===== src/rtl/instr_dcd_pkg.sv =====
// rtl/instr_dcd_pkg.sv - shared types and constants for the SPI command decoder
package instr_dcd_pkg;

    localparam int CMD_RW_BIT = 7;
    localparam int CMD_HL_BIT = 6;
    localparam int ADDR_W     = 6;

    typedef enum logic [2:0] {
        ST_CMD      = 3'd0,
        ST_WDATA    = 3'd1,
        ST_RD_ISSUE = 3'd2,
        ST_RD_CAP   = 3'd3,
        ST_RDUMMY   = 3'd4
    } state_e;

    // High-byte select addresses base+1; the 6-bit sum wraps 0x3F+1 to 0x00.
    function automatic logic [ADDR_W-1:0] eff_addr(input logic [7:0] cmd);
        return cmd[ADDR_W-1:0] + {{(ADDR_W-1){1'b0}}, cmd[CMD_HL_BIT]};
    endfunction

endpackage


===== src/rtl/instr_decoder.sv =====
// rtl/instr_decoder.sv - two-byte SPI frame decoder driving register read/write strobes
module instr_decoder
    import instr_dcd_pkg::*;
(
    input  logic              clk,
    input  logic              rst_n,
    input  logic              cs_n,
    input  logic              byte_sync,
    input  logic [7:0]        data_in,
    output logic [7:0]        data_out,
    output logic              read,
    output logic              write,
    output logic [ADDR_W-1:0] addr,
    output logic [7:0]        data_write,
    input  logic [7:0]        data_read,
    output logic              busy
);

    state_e            state_q, state_d;
    logic [ADDR_W-1:0] addr_q, addr_d;
    logic [7:0]        data_write_q, data_write_d;
    logic [7:0]        data_out_q, data_out_d;
    logic              read_q, read_d;
    logic              write_q, write_d;
    logic              busy_q, busy_d;

    always_comb begin
        state_d      = state_q;
        addr_d       = addr_q;
        data_write_d = data_write_q;
        data_out_d   = data_out_q;
        read_d       = 1'b0;
        write_d      = 1'b0;

        // Deselect aborts any frame and drops a coincident byte.
        if (cs_n) begin
            state_d    = ST_CMD;
            data_out_d = 8'h00;
        end else begin
            case (state_q)
                ST_CMD: begin
                    if (byte_sync) begin
                        addr_d = eff_addr(data_in);
                        if (data_in[CMD_RW_BIT]) begin
                            state_d = ST_WDATA;
                        end else begin
                            state_d = ST_RD_ISSUE;
                            read_d  = 1'b1;
                        end
                    end
                end
                ST_WDATA: begin
                    if (byte_sync) begin
                        write_d      = 1'b1;
                        data_write_d = data_in;
                        state_d      = ST_CMD;
                    end
                end
                ST_RD_ISSUE: state_d = ST_RD_CAP;
                ST_RD_CAP: begin
                    data_out_d = data_read;
                    state_d    = ST_RDUMMY;
                end
                ST_RDUMMY: begin
                    if (byte_sync) begin
                        data_out_d = 8'h00;
                        state_d    = ST_CMD;
                    end
                end
                default: state_d = ST_CMD;
            endcase
        end

        busy_d = (state_d != ST_CMD);
    end

    always_ff @(posedge clk or negedge rst_n) begin
        if (!rst_n) begin
            state_q      <= ST_CMD;
            addr_q       <= '0;
            data_write_q <= 8'h00;
            data_out_q   <= 8'h00;
            read_q       <= 1'b0;
            write_q      <= 1'b0;
            busy_q       <= 1'b0;
        end else begin
            state_q      <= state_d;
            addr_q       <= addr_d;
            data_write_q <= data_write_d;
            data_out_q   <= data_out_d;
            read_q       <= read_d;
            write_q      <= write_d;
            busy_q       <= busy_d;
        end
    end

    assign data_out   = data_out_q;
    assign read       = read_q;
    assign write      = write_q;
    assign addr       = addr_q;
    assign data_write = data_write_q;
    assign busy       = busy_q;

endmodule


===== config.mk =====
export PLATFORM = sky130hd
export DESIGN_NAME = instr_decoder
export DESIGN_NICKNAME = d
export VERILOG_FILES = /design/src/rtl/instr_dcd_pkg.sv /design/src/rtl/instr_decoder.sv
export SDC_FILE = /design/constraint.sdc
export NUM_CORES = 1
export LEC_CHECK = 0
export BUFFER_PORTS_ARGS = -buffer_cell sky130_fd_sc_hd__buf_4
export CAP_MARGIN = 20
export CELL_PAD_IN_SITES_DETAIL_PLACEMENT = 1
export CELL_PAD_IN_SITES_GLOBAL_PLACEMENT = 1
export CORE_MARGIN = 5
export CORE_UTILIZATION = 30
export CTS_CLUSTER_DIAMETER = 30
export CTS_CLUSTER_SIZE = 24
export DETAILED_ROUTE_END_ITERATION = 8
export PLACE_DENSITY = 0.72
export SYNTH_ARGS = -nofsm -noshare
export SYNTH_HDL_FRONTEND = slang
export SYNTH_SLANG_ARGS = --single-unit
export TNS_END_PERCENT = 1

===== constraint.sdc =====
create_clock -name clk -period 1.5 [get_ports clk]
set_input_delay 0.075 -clock clk [delete_from_list [all_inputs] [get_ports clk]]
set_output_delay 0.075 -clock clk [all_outputs]
set_load 0.005 [all_outputs]

## Word level (Yosys, flattened, before mapping)

Index checks and enable logic that the tools add are counted.
W data, S select, Z words.

- Bits in registers: 28
- Output and inout port bits: 25

- Add/sub/neg operators: 1
- Equality and inequality tests: 5
- Muxes and demuxes: 15
- Bitwise logic cells: 1
- Reductions and logical operators: 7

Operators by type and width:

| kind | count |
|---|---|
| $mux W8 | 2 |
| $pmux W8 S2 | 1 |
| $pmux W3 S4 | 1 |
| $mux W3 | 3 |
| $mux W1 | 7 |
| $add A6 B1 Y6 | 1 |
| $eq A3 B2 Y1 const B | 2 |
| $reduce_and A3 Y1 | 2 |
| $reduce_bool A3 Y1 | 2 |
| $eq A3 B1 Y1 const B | 1 |
| $eq A3 B3 Y1 const B | 1 |
| $logic_not A3 Y1 | 1 |
| $ne A3 B3 Y1 const B | 1 |
| $mux W2 | 1 |
| $reduce_and A2 Y1 | 1 |
| $reduce_or A2 Y1 | 1 |
| $not A1 Y1 | 1 |

## Depth between registers and ports, before layout

Gate-level depths: netlist of run 1.

- Depth in word-level cells: 5
- Depth in mapped cells: 5
- Depth with buffers taken out: 5

## Least setup slack after synthesis of run 1

Ideal clock, no wire load.

- Kind: reg-to-reg
- Start: register state_q[2]
- End: register addr_q[0], in the netlist addr[0]
- Arrival: 1.288 ns
- Required time: 1.375 ns
- Setup slack: 0.087 ns
- Stages on the path, launching flop included: 5
- Path buffers: 1
- Cell sequence: dfrtp_1 > nor3b_4 > and2_1 > buf_6 > mux2_4

- Word-level cells in the longest chain between the ends: 2

RTL lines:

| what | RTL line | source |
|---|---|---|
| start, declared | instr_decoder.sv:19 | `state_e state_q, state_d;` |
| start signal, assigned | instr_decoder.sv:87 | `state_q <= state_d;` |
| $logic_not A3 Y1 | instr_decoder.sv:40 | `case (state_q)` |
| $reduce_and A3 Y1 (no line) | -- |  |
| end signal, assigned | instr_decoder.sv:88 | `addr_q <= addr_d;` |
| end, declared | instr_decoder.sv:20 | `logic [ADDR_W-1:0] addr_q, addr_d;` |

Every way passes these cells.
A chain may end at the register's enable or synchronous reset.

## Final worst setup path of run 1

- Start: register state_q[2]
- End: register data_write_q[4], in the netlist data_write[4]

- Word-level cells in the longest chain between the ends: 2

RTL lines:

| what | RTL line | source |
|---|---|---|
| $eq A3 B1 Y1 | instr_decoder.sv:40 |  |
| $reduce_and A3 Y1 (no line) | -- |  |
| end signal, assigned | instr_decoder.sv:89 | `data_write_q <= data_write_d;` |
| end, declared | instr_decoder.sv:21 | `logic [7:0] data_write_q, data_write_d;` |

Every way passes these cells.

==> reports/metrics.yaml, run 1 <==
max-vdd-ir-drop_v: 0.000386
mapped_area_um2: 1310
synthTopCellsByArea: "dfrtp_1 54%, mux2_2 6.9%, nor4b_1 6.0%"
ios: 45
timing.critical_path.from_type: "flop"
post_dp_cell_area_um2: 1710
number_of_synthesized_flops_with_an_enable_pin: 0
synth.largest_area_cell: "dfrtp_1"
area_of_the_multi_input_gates_um2: 581
globalRouteOverflowTotal: 0
critical_path.top_delay_family: "flip-flops"
final_layout_size_suffix_gt1_share_pct: 52.0
postSynthNetCount: 119
cp.buffers_inverters: 1
placement.io_buffers: 44
antenna-diode-count: 0
initial_utilization_pct: 30.4
pre_cts_ws_ns: -0.00199
cell_with_the_most_instances_after_synthesis: "dfrtp_1"
timing.critical_path.required_ns: 1.67
worst_ep_arrival_time_ns: 1.60
fin_nets: 171
tritoncts_num_sinks: 28
area.growth.synth_to_final_pct: 39.8
grt.total_usage_pct: 12.1
critical-path-max-stage-delay_ns: 0.46
dp.final_hpwl_um: 2650
detail_route.first_pass.iterations: 4
grt_max_degree: 29
timing.clock.skew_ns: 0.00167
power.leakage_nw: 0.972
worst_hold_margin_ns: 0.0391
finalWorstPathRequiredPeriod_ns: 1.43
filler_cell_count_in_the_final_layout: 469
coreArea_um2: 4290
placement_rows: 24
grt_antenna_before_repair: 0
report.final.hold_viol_count: 0
horizontal_die_dimension_um: 76.0
grt_pass1_wl_um: 5650
clock_insertion_delay_worst_skew_ns: 0.28
wirelength_um: 3630
synth_top_flop_cell: "dfrtp_1"
cpMaxStageDelayCell: "dfrtp_2"
timing.max_cap.violations: 0
cts.clk_slew.worst_paths_ns: 0.10
max_clock_freq_ghz: 0.697
average_instance_area_after_synthesis_um2: 13.5
die_ar_um2: 5770
timing.setup.tns_ns: 0
setup.worst_path.class: "flop to flop"
synthDominantCellAreaShare_pct: 53.7
synth-seq-area-share_pct: 53.7
drt_first_iter_violations: 61
worst-path-max-fanout: 9
avgViaCountPerCell: 4.89
synth_seq_cells: 28
grt_pass1_vias: 1078
setup.worst_path.end_class: "flop"
slew_viols_final: 0
power.total_mw: 2.17
synth_cells: 97
status: "complete, no violations"
via_count: 978
worstPathCellList: "nor3b_4 -> buf_4 -> nand3b_4 -> mux2_2"
floorplan.die.height_um: 76.0
drc: 0
cts_bufs_inserted: 3
commonest_cells_in_the_synthesized_netlist: "28 x dfrtp_1, 9 x a21o_1, 9 x nor4b_1"
timing_worst_slew_pin_value_ns: 0.421
finish.instance_area_um2: 1820
setup_viol_count_final: 0
clockBufferDepth: 2
yosysWarningCount: 0
worst_slew_margin_rel_pct: 72.0
gp_weighted_congestion: 0.807
antenna_left: 0
rsz_0062_raised_after_global_routing: "true"
period_share_pct: 95.6
ctsHtreeMaxLevel: 1
synth.distinct_cells: 30
async_reset_ff_share_pct: 100
tritoncts: "done"
seqCellArea_um2: 703
power_per_cell_area_nw_per_um2: 1190
cts_root_buf: "clkbuf_8"
worst_slack_ns: 0.0657
min-delay-path-class: "input port to flop"
routedWlPerCell_um: 18.2
-- cell type report --
cell class	count	area share (%)
timing repair buffer	51	21.1
inverter	5	1.03
clock inverter	1	1.65
sequential	28	38.5
tap	52	3.57
multi-input combinational	60	31.8
clock buffer	3	2.26
-- worst reg2reg max path: stages, from the launching register on --
cell and delay, ns:
dfrtp_2 0.46, nor3b_4 0.21, buf_4 0.16, nand3b_4 0.15
mux2_2 0.33
-- report_power, final --
part | total, mW | switching [mW] | leakage (nW) | internal [mW]
combinational | 0.571 | 0.212 | 0.580 | 0.359
clock | 0.606 | 0.248 | 0.0357 | 0.358
sequential | 0.996 | 0.0988 | 0.356 | 0.897
total | 2.17 | 0.558 | 0.972 | 1.61
-- worst paths after layout --
kind                        startpoint             to  slack [ns]  cells past startpoint
min                         data_in[6]  data_write[6]        0.04                      2
max                         state_q[2]  data_write[4]        0.07                      4
max reg2reg                 state_q[2]  data_write[4]        0.07                      4
min reg2reg                data_out[5]    data_out[5]        0.49                      1
min in group asynchronous        rst_n    data_out[0]        0.26                      2
max in group asynchronous        rst_n     state_q[0]        0.96                      2
-- state kept, by name, summed over array words and instances (netlist names) --
signal      flops
write           1
data_write      8
data_out        8
read            1
addr            6
busy            1
state_q         3
-- layer usage --
layer  wire length, um  vias to the layer above  track usage, %
met4                57                        0            4.27
li1                  -                      451               -
met5                 0                        -               0
met2              2110                       15            22.5
met3                74                        7            1.90
met1              1390                      505            13.7
-- metrics by stage --
stage | instances | utilization (%)
after CTS | 199 | 41.8
after floorplan | 97 | -
after global routing | 200 | 42.5
after global placement | 194 | 39.9
after detailed placement | 194 | 39.9
final | 200 | 42.5
-- cell usage in the layout (no fill, tap or decap) --
cell / Yosys / routed
dlygate4sd3_1: 0 / 1
a31oi_1: 1 / 1
and3_1: 1 / 1
inv_1: 5 / 5
a221oi_4: 1 / 1
xor2_1: 1 / 1
o21ai_0: 1 / 1
nor3b_4: 2 / 2
mux2_2: 8 / 8
nand3_1: 2 / 2
dfrtp_2: 0 / 2
nand3b_4: 1 / 1
ha_1: 2 / 2
clkbuf_8: 0 / 3
xnor2_1: 2 / 2
and2_2: 0 / 1
nand3b_1: 1 / 1
mux2_4: 5 / 5
nor3_1: 1 / 1
o211ai_1: 1 / 1
a21o_1: 9 / 9
bufinv_16: 0 / 1
a22oi_1: 1 / 1
buf_4: 0 / 50
dfrtp_1: 28 / 26
nor2b_1: 1 / 1
nor4b_2: 0 / 2
nand2_1: 1 / 1
or3_1: 2 / 2
nor2_1: 3 / 3
a21oi_1: 2 / 2
nor4b_1: 9 / 7
a2bb2oi_2: 0 / 1
-- repair_timing --
action | CTS | global route
hold endpoints to repair | 28 | 0
pin swaps | 0 | 2
resized for setup | 1 | 5
hold buffers | 1 | 0
endpoints found under the setup margin | 5 | 13
setup buffers | 0 | 1
-- logic make-up after synthesis --
| group | after synthesis | share of synthesized area [%] |
|---|---|---|
| buf+inv | 9 | 3.36 |
| flops | 28 | 53.7 |
| compound gates | 17 | 10.6 |
| xor+xnor | 3 | 2.01 |
| fa+ha+maj | 2 | 1.92 |
| simple gates | 25 | 15.7 |
| mux | 13 | 12.7 |
No activity file was read; power rests on OpenSTA's default activity.
==> run 2, diff against run 1 <==
Settings changed: CORE_UTILIZATION 30 to 28, PLACE_DENSITY 0.72 to not set, PLACE_DENSITY_LB_ADDON set to 0.1, SKIP_LAST_GASP set to 1.
==> reports/metrics.yaml, run 2 (synthesis gave the netlist of run 1 again) <==
tritoncts_num_sinks: 28  # unchanged
ctsHtreeMaxLevel: 1  # unchanged
r2r_cells: 3  # was 4
max-vdd-ir-drop_v: 0.000511  # was 0.000386 V
finish.cell_count_without_fillers: 200  # unchanged
worst_ep_arrival_time_ns: 1.63  # was 1.60 ns
grt.total_usage_pct: 11.1  # was 12.1%
grt_antenna_before_repair: 0  # unchanged
antenna_left: 0  # unchanged
antenna-diode-count: 0  # unchanged
cts_root_buf: "clkbuf_8"  # unchanged
hold_crit_depth: 2  # unchanged
avgViaCountPerCell: 4.84  # was 4.89
netSwitchingPower_mw: 0.513  # was 0.558 mW
worst_slew_margin_rel_pct: 71.4  # was 72.0%
wirelength_um: 3170  # was 3630 um
worst-path-max-fanout: 8  # was 9
coreArea_um2: 4440  # was 4290 um^2
rsz_0062_raised_after_global_routing: "true"  # unchanged
via_count: 968  # was 978
placement_rows: 24  # unchanged
cts_bufs_inserted: 3  # unchanged
placement.io_buffers: 44  # unchanged
finish.instance_area_um2: 1820  # about the same
grt_pass1_vias: 1114  # was 1078
final_cell_mix: "49 x buf_4, 27 x dfrtp_1, 9 x a21o_1, 9 x nor4b_1, 8 x mux2_2"  # was 50 x buf_4, 26 x dfrtp_1, 9 x a21o_1
post_dp_cell_area_um2: 1730  # was 1710 um^2
cts.clk_slew.worst_paths_ns: 0.10  # about the same
dp.final_hpwl_um: 2380  # was 2650 um
cpMaxStageDelayCell: "dfrtp_1"  # was dfrtp_2
power.switching_fraction_pct: 24.1  # was 25.7%
status: "complete, no violations"  # unchanged
report.final.hold_viol_count: 0  # unchanged
clockBufferDepth: 2  # unchanged
grt_max_degree: 29  # unchanged
routedWlPerCell_um: 15.8  # was 18.2 um
setup.worst_path.class: "flop to flop"  # unchanged
place.detailed.instances: 195  # was 194
fin_util_pct: 40.9  # was 42.5%
max_clock_freq_ghz: 0.709  # was 0.697 GHz
seqPwrFrac_pct: 46.2  # was 45.8%
worstPathCellList: "nor2b_1 -> a221oi_4 -> a21o_1"  # was nor3b_4 -> buf_4 -> nand3b_4 -> mux2_2
setup_viol_count_final: 0  # unchanged
reg2reg_to: "data_out[5]"  # was data_write[4]
final_layout_size_suffix_gt1_share_pct: 48.6  # was 52.0%
crit-reg2reg-launch: "state_q[0]"  # was state_q[2]
timing.clock.skew_ns: 0.00265  # was 0.00167 ns
layout_commonest_cell: "buf_4"  # unchanged
clock_power_share_pct: 28.1  # was 27.9%
timing.critical_path.from_type: "flop"  # unchanged
r2r_setup_slack_ns: 0.09  # was 0.07 ns
grt_pass1_wl_um: 5550  # was 5650 um
tritoncts: "done"  # unchanged
initial_utilization_pct: 29.4  # was 30.4%
gp_weighted_congestion: 0.745  # was 0.807
timing_worst_slew_pin_value_ns: 0.429  # was 0.421 ns
timing.max_cap.violations: 0  # unchanged
slew_viols_final: 0  # unchanged
power.total_mw: 2.13  # was 2.17 mW
critical-path-max-stage-delay_ns: 0.50  # was 0.46 ns
drc: 0  # unchanged
worst_hold_margin_ns: 0.0433  # was 0.0391 ns
min-delay-path-class: "input port to flop"  # unchanged
hold_start: "data_in[0]"  # was data_in[6]
power.internal_mw: 1.62  # was 1.61 mW
floorplan.die.height_um: 78.3  # was 76.0 um
setup.worst_path.end_class: "flop"  # unchanged
share_comb_of_total_power_pct: 25.7  # was 26.3%
timing.critical_path.required_ns: 1.72  # was 1.67 ns
detail_route.first_pass.iterations: 2  # was 4
ios: 45  # unchanged
hold_end: "data_write[0]"  # was data_write[6]
clock_insertion_delay_worst_skew_ns: 0.27  # was 0.28 ns
power_per_cell_area_nw_per_um2: 1170  # was 1190 nW/um^2
power.leakage_nw: 0.972  # about the same
drt_first_iter_violations: 30  # was 61
period_share_pct: 94.0  # was 95.6%
fin_nets: 171  # unchanged
die_ar_um2: 6130  # was 5770 um^2
area.growth.synth_to_final_pct: 39.1  # was 39.8%
globalRouteOverflowTotal: 0  # unchanged
finalWorstPathRequiredPeriod_ns: 1.41  # was 1.43 ns
horizontal_die_dimension_um: 78.3  # was 76.0 um
-- run 2: cell counts in the layout (fill, tap and decap cells not counted) --
Identical to the previous run, type by type.
-- run 2: how the worst max path moves through the flow --
stage / startpoint / to / slack (ns) / depth (start not counted)
after floorplan: state_q[2] / addr[0] / 0.09 / 4
after global placement: state_q[1] / addr[1] / 0.07 / 4
after detailed placement: state_q[1] / addr[1] / 0.06 / 4
after CTS: state_q[1] / addr[1] / 0.04 / 4
after global routing: state_q[2] / data_write[2] / -0.01 / 4
final: state_q[0] / data_out[5] / 0.09 / 3
-- run 2: metrics by stage --
step	setup WS, ns	setup TNS, ns
finish	0.0895	0
global route	-0.0100	-0.0556
CTS	0.0435	0
detailed placement	0.0592	0
global placement	0.0661	0
floorplan	0.0870	0
-- run 2: layout make-up --
class | instances | area, um^2
Tap cell | 52 | 65.1
Fill cell | 500 | 2630
Timing Repair Buffer | 51 | 398
Inverter | 5 | 18.8
Clock inverter | 1 | 30.0
Multi-Input combinational cell | 60 | 561
Clock buffer | 3 | 41.3
Sequential cell | 28 | 702
-- run 2: metal layers --
| metal | vias to the layer above | global-route usage [%] | part of all wire, % |
|---|---|---|---|
| li1 | 456 | - | - |
| met1 | 486 | 14.6 | 47 |
| met2 | 24 | 18.5 | 47 |
| met3 | 2 | 3.78 | 5.8 |
| met4 | 0 | 1.05 | 0.44 |
| met5 | - | 0 | 0 |
-- run 2: power groups by stage --
stage	Combinational [mW]	Clock, mW	Sequential, mW
6_report	0.547	0.598	0.983
3_3_place_gp	0.553	0	0.992
2_1_floorplan	0.227	0	0.990
4_1_cts	0.564	0.628	0.986
5_1_grt	0.605	0.653	1.00
3_5_place_dp	0.561	0	0.998
-- run 2: critical path, delay by kind of cell, from the launching register on --
kind / cells / cell delay [ns]
and+or+nand+nor: 1 / 0.21
AOI/OAI and AO/OA: 2 / 0.65
DFF: 1 / 0.50
-- run 2: repair_timing --
item | in CTS | in global routing
hold buffers | 1 | 0
gates resized for setup | 0 | 1
endpoints found under the setup margin | 0 | 17
endpoints found under the hold margin | 28 | 0
buffers inserted | 0 | 0
